### config.mk
export PLATFORM = sky130hd
export DESIGN_NAME = sram_kn_reader
export DESIGN_NICKNAME = d
export VERILOG_FILES = /design/src/rtl/sram_kn_reader.sv
export SDC_FILE = /design/constraint.sdc
export NUM_CORES = 1
export LEC_CHECK = 0
export ABC_AREA = 1
export CORE_MARGIN = 1
export CORE_UTILIZATION = 45
export DETAILED_ROUTE_END_ITERATION = 8
export PLACE_DENSITY = 0.72
export SLEW_MARGIN = 10
export SYNTH_ARGS = -nofsm -noshare
export SYNTH_HDL_FRONTEND = slang
export SYNTH_SLANG_ARGS = --single-unit
### constraint.sdc
create_clock -name clk -period 4.5 [get_ports clk]
set_input_delay 0.9 -clock clk [delete_from_list [all_inputs] [get_ports clk]]
set_output_delay 0.9 -clock clk [all_outputs]
set_load 0.05 [all_outputs]
### src/rtl/sram_kn_reader.sv
// sram_kn_reader: read initiator for the K x N k/n-addressed SRAM port.
// Accepts a rectangular sub-tile command and walks it in n-inner or k-inner
// order. Read data is delivered as a valid/ready stream through a small
// first-word-fall-through FIFO. A credit check holds back reads so that
// returning data always has a free FIFO slot.
module sram_kn_reader #(
   parameter int KMAX       = 1024,
   parameter int N          = 8,
   parameter int DATA_W     = 32,
   parameter int BYTE_W     = DATA_W/8,
   parameter int K_W        = (KMAX <= 1) ? 1 : $clog2(KMAX),
   parameter int N_W        = (N <= 1) ? 1 : $clog2(N),
   parameter int FIFO_DEPTH = 4
)(
   input  logic              clk,
   input  logic              rst_n,
   input  logic              cmd_valid,
   output logic              cmd_ready,
   input  logic [K_W-1:0]    cmd_k0,
   input  logic [K_W:0]      cmd_klen,
   input  logic [N_W-1:0]    cmd_n0,
   input  logic [N_W:0]      cmd_nlen,
   input  logic              cmd_order,
   output logic              x_en,
   output logic              x_re,
   output logic              x_we,
   output logic [K_W-1:0]    x_k,
   output logic [N_W-1:0]    x_n,
   output logic [DATA_W-1:0] x_wdata,
   output logic [BYTE_W-1:0] x_wmask,
   input  logic [DATA_W-1:0] x_rdata,
   input  logic              x_rvalid,
   output logic              o_valid,
   input  logic              o_ready,
   output logic [DATA_W-1:0] o_data,
   output logic              o_last,
   output logic              busy,
   output logic              done,
   output logic              err
);

   localparam int PTR_W = (FIFO_DEPTH <= 2) ? 1 : $clog2(FIFO_DEPTH);
   localparam int CNT_W = PTR_W + 1;

   localparam logic [1:0] S_IDLE  = 2'd0;
   localparam logic [1:0] S_ISSUE = 2'd1;
   localparam logic [1:0] S_DRAIN = 2'd2;

   localparam logic [K_W+1:0] KMAX_L  = (K_W+2)'(KMAX);
   localparam logic [N_W+1:0] NMAX_L  = (N_W+2)'(N);
   localparam logic [CNT_W:0] DEPTH_O = (CNT_W+1)'(FIFO_DEPTH);
   localparam logic [CNT_W-1:0] DEPTH_C = CNT_W'(FIFO_DEPTH);

   // A command is legal when both extents are non-zero and the tile stays
   // inside the memory. Sums are widened so the bound check cannot wrap.
   function automatic logic f_cmd_ok(input logic [K_W-1:0] k0,
                                     input logic [K_W:0]   klen,
                                     input logic [N_W-1:0] n0,
                                     input logic [N_W:0]   nlen);
      logic [K_W+1:0] k_end;
      logic [N_W+1:0] n_end;
      k_end    = {2'b00, k0} + {1'b0, klen};
      n_end    = {2'b00, n0} + {1'b0, nlen};
      f_cmd_ok = (klen != '0) && (nlen != '0) &&
                 (k_end <= KMAX_L) && (n_end <= NMAX_L);
   endfunction

   // Control state
   logic [1:0]     r_state;
   logic [K_W-1:0] r_kc;
   logic [N_W-1:0] r_nc;
   logic [K_W-1:0] r_k0;
   logic [N_W-1:0] r_n0;
   logic [K_W-1:0] r_k_last;
   logic [N_W-1:0] r_n_last;
   logic           r_order;
   logic           r_done;
   logic           r_err;

   // Read pipeline (one cycle of memory latency)
   logic           r_vld_p1;
   logic           r_tag_p1;

   // Output FIFO: each entry is {data, last-tag}
   logic [DATA_W:0]  r_mem [FIFO_DEPTH];
   logic [PTR_W-1:0] r_wr_ptr;
   logic [PTR_W-1:0] r_rd_ptr;
   logic [CNT_W-1:0] r_count;

   logic           w_cmd_hs;
   logic           w_cmd_ok;
   logic [K_W-1:0] w_k_last;
   logic [N_W-1:0] w_n_last;
   logic [CNT_W:0] w_occ;
   logic           w_credit_ok;
   logic           w_issue;
   logic           w_k_end;
   logic           w_n_end;
   logic           w_last_addr;
   logic           w_push;
   logic           w_push_acc;
   logic           w_pop;
   logic [DATA_W:0] w_head;
   logic           w_head_last;

   assign cmd_ready = (r_state == S_IDLE);
   assign w_cmd_hs  = cmd_valid && cmd_ready;
   assign w_cmd_ok  = f_cmd_ok(cmd_k0, cmd_klen, cmd_n0, cmd_nlen);
   assign w_k_last  = cmd_k0 + cmd_klen[K_W-1:0] - K_W'(1);
   assign w_n_last  = cmd_n0 + cmd_nlen[N_W-1:0] - N_W'(1);

   // Words already buffered plus the one possibly in flight must leave a slot
   assign w_occ       = {1'b0, r_count} + {{CNT_W{1'b0}}, r_vld_p1};
   assign w_credit_ok = (w_occ < DEPTH_O);
   assign w_issue     = (r_state == S_ISSUE) && w_credit_ok;

   assign w_k_end     = (r_kc == r_k_last);
   assign w_n_end     = (r_nc == r_n_last);
   assign w_last_addr = w_k_end && w_n_end;

   assign w_push      = x_rvalid && r_vld_p1;
   assign w_pop       = o_valid && o_ready;
   assign w_push_acc  = w_push && ((r_count != DEPTH_C) || w_pop);
   assign w_head      = r_mem[r_rd_ptr];
   assign w_head_last = w_head[0];

   // Memory port: read-only initiator, write side tied off
   assign x_en    = w_issue;
   assign x_re    = w_issue;
   assign x_we    = 1'b0;
   assign x_k     = r_kc;
   assign x_n     = r_nc;
   assign x_wdata = '0;
   assign x_wmask = '0;

   // Stream side
   assign o_valid = (r_count != '0);
   assign o_data  = w_head[DATA_W:1];
   assign o_last  = o_valid && w_head_last;
   assign busy    = (r_state != S_IDLE);
   assign done    = r_done;
   assign err     = r_err;

   // Sequencer FSM plus done/err pulses
   always_ff @(posedge clk or negedge rst_n) begin
      if (!rst_n) begin
         r_state <= S_IDLE;
         r_done  <= 1'b0;
         r_err   <= 1'b0;
      end else begin
         r_done <= 1'b0;
         r_err  <= 1'b0;
         case (r_state)
            S_IDLE: begin
               if (w_cmd_hs) begin
                  if (w_cmd_ok) r_state <= S_ISSUE;
                  else          r_err   <= 1'b1;
               end
            end
            S_ISSUE: begin
               if (w_issue && w_last_addr) r_state <= S_DRAIN;
            end
            S_DRAIN: begin
               if (w_pop && w_head_last) begin
                  r_state <= S_IDLE;
                  r_done  <= 1'b1;
               end
            end
            default: r_state <= S_IDLE;
         endcase
      end
   end

   // Latch the accepted tile geometry and loop order
   always_ff @(posedge clk or negedge rst_n) begin
      if (!rst_n) begin
         r_k0     <= '0;
         r_n0     <= '0;
         r_k_last <= '0;
         r_n_last <= '0;
         r_order  <= 1'b0;
      end else if (w_cmd_hs && w_cmd_ok) begin
         r_k0     <= cmd_k0;
         r_n0     <= cmd_n0;
         r_k_last <= w_k_last;
         r_n_last <= w_n_last;
         r_order  <= cmd_order;
      end
   end

   // Address walk: inner counter wraps to its start, then outer advances.
   // The final address does not advance, so a tile ending at the top edge
   // of the memory leaves no wrapped index behind.
   always_ff @(posedge clk or negedge rst_n) begin
      if (!rst_n) begin
         r_kc <= '0;
         r_nc <= '0;
      end else if (w_cmd_hs && w_cmd_ok) begin
         r_kc <= cmd_k0;
         r_nc <= cmd_n0;
      end else if (w_issue && !w_last_addr) begin
         if (!r_order) begin
            if (w_n_end) begin
               r_nc <= r_n0;
               r_kc <= r_kc + K_W'(1);
            end else begin
               r_nc <= r_nc + N_W'(1);
            end
         end else begin
            if (w_k_end) begin
               r_kc <= r_k0;
               r_nc <= r_nc + N_W'(1);
            end else begin
               r_kc <= r_kc + K_W'(1);
            end
         end
      end
   end

   // p0 -> p1: track the outstanding read and its last-address tag
   always_ff @(posedge clk or negedge rst_n) begin
      if (!rst_n) begin
         r_vld_p1 <= 1'b0;
         r_tag_p1 <= 1'b0;
      end else begin
         r_vld_p1 <= w_issue;
         r_tag_p1 <= w_issue && w_last_addr;
      end
   end

   // FIFO pointers and occupancy
   always_ff @(posedge clk or negedge rst_n) begin
      if (!rst_n) begin
         r_wr_ptr <= '0;
         r_rd_ptr <= '0;
         r_count  <= '0;
      end else begin
         if (w_push_acc) r_wr_ptr <= r_wr_ptr + PTR_W'(1);
         if (w_pop)      r_rd_ptr <= r_rd_ptr + PTR_W'(1);
         case ({w_push_acc, w_pop})
            2'b10:   r_count <= r_count + CNT_W'(1);
            2'b01:   r_count <= r_count - CNT_W'(1);
            default: r_count <= r_count;
         endcase
      end
   end

   // p1 -> FIFO: capture returning read data with its tag
   always_ff @(posedge clk) begin
      if (w_push_acc) r_mem[r_wr_ptr] <= {x_rdata, r_tag_p1};
   end

endmodule

* Word level (Yosys, flattened, before mapping)
Memory sizes are Yosys's and may differ from the RTL's.
Cells that the tools add are included.
** Word-level totals
- Flip-flop bits (word level) :: 53
- Bits in writable memories :: 132
- Bits of input ports :: 66
- Output and inout bits :: 90
- Memories kept :: 1
** Operators by class
- $add $sub $neg :: 13
- Magnitude comparators :: 3
- Equality and inequality tests :: 12
- Muxes and demuxes :: 23
- Reductions and logical operators :: 27
** Memories
- r_mem :: depth 4, bits a word 33, read ports 1, clocked after memory_dff 0, wr ports 1, RTL line 85 : logic [DATA_W:0] r_mem [FIFO_DEPTH];
** Operators by type and width (number)
- 10-bit two-way mux :: 5
- 3-bit two-way mux :: 5
- 1-bit logical AND :: 14
- 10-bit by 11-bit adder with 12-bit output :: 1
- 12-bit by 11-bit <= comparator with 1-bit output (second input constant) :: 1
- 11-bit nonzero test :: 1
- 10-bit by 1-bit adder with 10-bit output (second input constant) :: 1
- 10-bit adder :: 1
- 10-bit == test :: 1
- 10-bit by 1-bit subtractor with 10-bit output (second input constant) :: 1
- 2-bit two-way mux :: 4
- 1-bit two-way mux :: 7
- 3-bit by 1-bit adder with 3-bit output (second input constant) :: 2
- 2-bit by 1-bit inequality test with 1-bit output (second input constant) :: 3
- 2-bit case mux with 3 select lines :: 1
- 3-bit case mux with 2 select lines :: 1
- 2-bit nonzero test :: 3
- 3-bit nonzero test :: 2
- 3-bit by 1-bit subtractor with 3-bit output (second input constant) :: 2
- 3-bit by 4-bit adder with 5-bit output :: 1
- 5-bit by 4-bit <= comparator with 1-bit output (second input constant) :: 1
- 2-bit by 1-bit adder with 2-bit output (second input constant) :: 2
- 3-bit by 1-bit adder with 4-bit output :: 1
- 2-bit by 1-bit == test with 1-bit output (second input constant) :: 2
- other kinds (13) :: 15

* Depth between registers and ports, before layout
Gate-level depths: netlist (run 1).
- Word-level depth :: 7
- Depth in mapped cells :: 16
- Mapped depth without buffers :: 16

* Worst setup path before layout (run 1)
Ideal clock, no wire load.
- Kind :: input -> register
- Start :: input o_ready
- End :: memory r_mem[0][0] in the netlist's numbering, enable pin
- Library setup time :: 423 ps
- Arrival :: 2840 ps
- Path slack :: 1237 ps
- Stages on the path :: 4
- Cell sequence :: inv_1 -> a31oi_1 -> inv_1 -> nor2_1
** Between the ends
- Longest elaborated chain between the ends :: 5
** Ends and longest elaborated chain
- start, declared :: RTL line 34 : input logic o_ready,
- 1-bit logical AND :: RTL line 122 : assign w_pop = o_valid && o_ready;
- 1-bit logical OR :: RTL line 123 : assign w_push_acc = w_push && ((r_count != DEPTH_C) || w_pop);
- 1-bit logical AND :: RTL line 123
- 1-bit two-way mux :: RTL line 250 : if (w_push_acc) r_mem[r_wr_ptr] <= {x_rdata, r_tag_p1};
- 1-bit two-way mux (implied by the code) :: RTL line 250
- end, declared :: RTL line 85
No other way between the ends.

* Worst setup path after layout (run 1)
- Start :: register r_rd_ptr[0]
- End :: output o_last
** Between the ends
- Longest elaborated chain between the ends :: 2
** Ends and longest elaborated chain
- start, declared :: RTL line 87 : logic [PTR_W-1:0] r_rd_ptr;
- start signal, assigned :: RTL line 239 : if (w_pop) r_rd_ptr <= r_rd_ptr + PTR_W'(1);
- memory read 4 x 33 bit
- 1-bit logical AND :: RTL line 139 : assign o_last = o_valid && w_head_last;
- end, declared :: RTL line 36 : output logic o_last,
No other way between the ends.

==> results.sh, run 1 <==
export IMPL_outcome="finished, final reports clean"
export IMPL_wl_per_cell_um=14.5
export IMPL_cp_max_fo=67
export IMPL_finalHoldViolCount=0
export IMPL_via_per_inst=4.96
export IMPL_final_instance_count_excl_fill=1336
export IMPL_final_max_slew_violation_count=0
export IMPL_place_gp_congestion=0.867
export IMPL_diodes=0
export IMPL_rsz0062_at_grt="no"
export IMPL_drt_iter0_markers=475
export IMPL_power_leakage_nw=4.71
export IMPL_worstMarginPinSlew_ns=0.671
export IMPL_row_count=52
export IMPL_syn_to_final_growth_pct=20.7
export IMPL_cts_tree="yes"
export IMPL_stdcell_area_sq_um=11200
export IMPL_synth_top_cell_area_share=0.427
export IMPL_fmax_ghz=0.278
export IMPL_die_height_um=146
export IMPL_timing_hold_ws_ns=0.420
export IMPL_p_per_area_nw_per_um2=649
export IMPL_ant_nets=0
export IMPL_cts_setup_buffers=0
export IMPL_dr_pass1_iters=5
export IMPL_worstSkewPairLatency_ns=0.43
export IMPL_drc=0
export IMPL_numCtsBuffers=17
export IMPL_htree_levels=4
export IMPL_coreArea_sq_um=20200
export IMPL_cts_clk_slew_worst_paths_ns=0.07
export IMPL_place_ws_ns=0.664
export IMPL_grt_pass1_wl_um=31700
export IMPL_place_inst=1304
export IMPL_ys_ff_latch=185
export IMPL_layout_commonest_cell="nand2_1"
export IMPL_synth_edff_count=132
export IMPL_initial_core_util=0.459
export IMPL_critPathLaunchType="flop"
export IMPL_overflow=0
export IMPL_crit_type="reg -> out"
export IMPL_antenna_found_initial=0
export IMPL_ios=156
export IMPL_final_nets=1162
export IMPL_postLayoutCoreUtil=0.554
export IMPL_yosysWarnings=0
export IMPL_cts_sinks=185
export IMPL_fillers=1801
export IMPL_maxCapViolations=0
export IMPL_rr_worst_depth=11
export IMPL_fin_ws_ns=0.902
export IMPL_vias=6631
export IMPL_synth_main_ff_cell="edfxtp_1"
export IMPL_drive_gt1_frac=0.0629
export IMPL_relSlewSlack=0.552
export IMPL_finalSetupViolations=0
export IMPL_async_flop_share=0.286
export IMPL_arrival_ns=2.70
export IMPL_power_mw=7.27
export IMPL_synth_area_sq_um=9290
export IMPL_period_share=0.800
export IMPL_hold_class="in -> async"
export IMPL_end_kind="output pin"
export IMPL_final_cell_mix="161 x nand2_1, 132 x edfxtp_1, 117 x clkdlybuf4s50_1"
export IMPL_seq_area_frac_synth=0.570
export IMPL_tns_ns=0
export IMPL_io_buffers=118
export IMPL_grt_pass1_vias=6491
export IMPL_cts_resized=0
export IMPL_dp_hpwl_um=13100
export IMPL_syn_avg_cell_area_sq_um=9.93
export IMPL_synthTopCellsByArea="edfxtp_1 43%, dfrtp_1 14%, nand2_1 6.5%, ha_1 5.3%, nor2_1 4.4%"
export IMPL_min_period_ns=3.60
export IMPL_die_area_sq_um=21200
export IMPL_ctsHoldBuffers=0
export IMPL_cts_buffer_depth=2
export IMPL_ys_types=39
export IMPL_dpl_instance_area_sq_um=10600
export IMPL_synth_cells=935
export IMPL_crit_required_ns=3.60
export IMPL_grt_max_degree=68
export IMPL_yosysTopAreaCell="edfxtp_1"
export IMPL_die_w_um=146
export IMPL_clock_skew_ns=0.00761
export IMPL_root_buffer="clkbuf_16"
export IMPL_wl_um=19400
export IMPL_vdd_drop_max_mv=0.375
export IMPL_track_usage=0.191
[power breakdown]
group	total, mW	leakage, nW	internal (mW)	switching, mW
logic	3.41	2.56	1.10	2.31
clock network	1.49	0.293	0.836	0.658
registers	2.36	1.86	2.15	0.209
total	7.27	4.71	4.09	3.18
[critical path: stages (launching register included)]
cell	delay (ns)
dfrtp_2	0.36
buf_4	0.52
a21oi_1	0.14
a221oi_1	0.37
clkdlybuf4s50_1	0.87
[kinds of logic after synthesis]
logic type	Yosys count	synth area share
XOR/XNOR	30	0.0283
adder cells (fa/ha/maj)	43	0.0612
flip-flops	185	0.570
AND/OR/NAND/NOR	352	0.160
buffers and inverters	170	0.0869
other	1	0.000404
multiplexers	1	0.00121
AO/OA/AOI/OAI	153	0.0920
[Yosys cell counts, types with 2 or more instances]
cell type,n
a21oi_1,18
a31oi_1,2
buf_2,5
buf_4,39
buf_6,2
clkbuf_1,20
dfrtp_1,53
edfxtp_1,132
fa_1,4
ha_1,39
inv_1,100
inv_2,3
nand2_1,161
nand2_2,3
nand3_1,53
nand3_2,4
nand3b_1,3
nand4_1,8
nor2_1,108
nor3_1,3
o211ai_1,2
o21ai_0,78
o21ai_1,11
o21bai_1,4
o22ai_1,32
or2_1,2
or2_2,6
xnor2_1,12
xor2_1,18
[flip-flops by register name (all words and copies together), names as in the netlist, 2 cells and up]
name,flops
r_count,3
r_k0,10
r_k_last,10
r_mem,132
r_n0,3
r_n_last,3
r_rd_ptr,2
r_state,2
r_wr_ptr,2
x_k,10
x_n,3
[per-layer routing]
layer  GRT usage  up-vias  part of all wire
met4      0.0589        0             0.012
met5           0        -                 0
met1       0.243     3153              0.45
li1            -     3298                 -
met2       0.325      163              0.49
met3      0.0414       17             0.050
[final timing paths]
kind | startpoint | to | slack (ns)
worst max-delay path | r_rd_ptr[0] | o_last | 0.90
worst min-delay path | rst_n | r_state[1] | 0.42
worst max register to register | x_k[3] | x_k[5] | 2.18
worst min register to register | r_k0[8] | r_k0[8] | 0.47
max in group asynchronous | rst_n | r_k_last[7] | 3.25
min in group clk | r_k0[8] | r_k0[8] | 0.47
[layout make-up]
class / count / area (sq um) / share of cell area
Timing Repair Buffer: 129 / 1260 / 0.112
Clock buffer: 18 / 429 / 0.0383
Inverter: 104 / 392 / 0.0349
Tap cell: 270 / 338 / 0.0301
Clock inverter: 14 / 164 / 0.0146
Sequential cell: 185 / 5290 / 0.472
Multi-Input combinational cell: 616 / 3330 / 0.298
(Power assumes the default switching activity.)
==> run 2: changes to the inputs <==
PLACE_DENSITY = 0.75   (was 0.72)
clock period = 3.1 ns   (was 4.5 ns; I/O delays follow)
==> results.sh, run 2 (same netlist as run 1, synthesis figures left out) <==
export IMPL_outcome="finished, final reports clean"
export IMPL_worstMarginPinSlew_ns=0.653
export IMPL_layout_commonest_cell="nand2_1"
export IMPL_drc=0
export IMPL_hold_class="in -> async"
export IMPL_cts_buffer_depth=2
export IMPL_cts_tree="yes"
export IMPL_via_per_inst=4.96
export IMPL_fillers=1719
export IMPL_maxCapViolations=0
export IMPL_timing_hold_ws_ns=0.189
export IMPL_postLayoutCoreUtil=0.561
export IMPL_die_w_um=146
export IMPL_syn_to_final_growth_pct=22.2
export IMPL_crit_type="in -> reg"
export IMPL_rsz0062_at_grt="no"
export IMPL_die_area_sq_um=21200
export IMPL_r2r_slack_ns=0.90
export IMPL_ios=156
export IMPL_place_gp_congestion=0.893
export IMPL_multi_input_area_sq_um=3330
export IMPL_coreArea_sq_um=20200
export IMPL_cp_max_fo=17
export IMPL_die_height_um=146
export IMPL_vdd_drop_max_mv=0.386
export IMPL_row_count=52
export IMPL_diodes=0
export IMPL_drive_gt1_frac=0.118
export IMPL_finalSetupViolations=0
export IMPL_ff_latch_area_sq_um=5290
export IMPL_fmax_ghz=0.355
export IMPL_largest_register_ff_count=132
export IMPL_cts_setup_buffers=0
export IMPL_relSlewSlack=0.564
export IMPL_overflow=0
export IMPL_htree_levels=4
export IMPL_root_buffer="clkbuf_16"
export IMPL_drt_iter0_markers=468
export IMPL_ant_nets=0
export IMPL_numCtsBuffers=17
export IMPL_wl_per_cell_um=14.1
export IMPL_vias=6754
export IMPL_critPathLaunchType="input pin"
export IMPL_grt_max_degree=68
export IMPL_finalHoldViolCount=0
export IMPL_grt_pass1_vias=6490
export IMPL_wl_um=19200
export IMPL_cts_sinks=185
export IMPL_track_usage=0.185
export IMPL_antenna_found_initial=0
export IMPL_ctsHoldBuffers=0
export IMPL_min_period_ns=2.82
export IMPL_cts_resized=0
export IMPL_arrival_ns=3.17
export IMPL_regMostFlops="r_mem"
export IMPL_clock_skew_ns=0.00978
export IMPL_io_buffers=118
export IMPL_period_share=0.908
export IMPL_final_cell_mix="161 x nand2_1, 132 x edfxtp_1, 104 x nor2_1"
export IMPL_grt_pass1_wl_um=31200
export IMPL_power_leakage_nw=4.84
export IMPL_dp_hpwl_um=13300
export IMPL_p_per_area_nw_per_um2=912
export IMPL_dr_pass1_iters=5
export IMPL_final_nets=1190
export IMPL_end_kind="flop"
export IMPL_worstSkewPairLatency_ns=0.43
export IMPL_initial_core_util=0.459
export IMPL_crit_required_ns=3.46
export IMPL_cts_clk_slew_worst_paths_ns=0.07
export IMPL_final_max_slew_violation_count=0
## run 2: cell count changes in the layout (fill, tap and decap cells not counted)
cell / change
clkbuf_1: -1
clkinv_1: -1
bufinv_16: -2
clkdlybuf4s50_1: -33
buf_12: +5
inv_8: -3
clkinvlp_4: +6
inv_6: +2
clkinv_4: -1
buf_4: +56
clkinv_2: -1
## run 2: metal layers
| layer | routed length [um] | vias to the layer above | share of wire | track usage |
|---|---|---|---|---|
| met5 | 0 | - | 0 | 0 |
| met4 | 141 | 0 | 0.0074 | 0.0458 |
| met3 | 1110 | 10 | 0.058 | 0.0401 |
| met2 | 9530 | 194 | 0.50 | 0.319 |
| met1 | 8400 | 3181 | 0.44 | 0.238 |
| li1 | - | 3369 | - | - |
## run 2: worst paths after layout
| kind | startpoint | to | cells after the start |
|---|---|---|---|
| max | cmd_klen[0] | x_k[3] | 13 |
| min | rst_n | r_count[2] | 1 |
| max reg2reg | x_k[3] | x_k[3] | 10 |
| min reg2reg | r_k0[9] | r_k0[9] | 2 |
| max in group asynchronous | rst_n | r_k0[2] | 2 |
| min in group clk | r_k0[9] | r_k0[9] | 2 |
## run 2: cell type report
cell class              instances  share of cell area
clock inverters                14              0.0101
multi-input cells             616               0.294
inverters                     104              0.0345
well taps                     270              0.0298
repair buffers                157               0.128
clock buffers                  17              0.0375
flip-flops and latches        185               0.466
## run 2: worst max-delay path: stages
cell             delay [ns]
clkdlybuf4s50_1        0.48
ha_1                   0.19
fa_1                   0.41
or2_2                  0.27
a21oi_1                0.12
nand3_1                0.11
nor2_1                 0.12
nand2_1                0.10
o21ai_4                0.16
nand3_4                0.11
clkinv_2               0.25
nand2_1                0.12
nand3_1                0.10
## run 2: report_power, final
part	switching (mW)	internal (mW)
combinational	3.37	1.56
sequential	0.308	3.12
clock	0.940	1.04
total	4.62	5.72
## run 2: metrics by stage
stage / setup slack, ns / instance area [sq um] / cells / total power, mW / setup TNS [ns]
global route: 0.0498 / 11300 / 1363 / 11.0 / 0
floorplan: 0.117 / 9420 / 971 / 6.96 / 0
detailed placement: -0.178 / 10800 / 1332 / 8.44 / -4.58
CTS: 0.267 / 11300 / 1363 / 10.4 / 0
global placement: -0.101 / 10800 / 1332 / 8.35 / -1.92
finish: 0.285 / 11300 / 1363 / 10.3 / 0
==> run 3: changes to the inputs <==
HOLD_SLACK_MARGIN = 0.15   (was default)
==> results of run 3 <==
Final layout, timing and power as in run 2 (identical DEF).
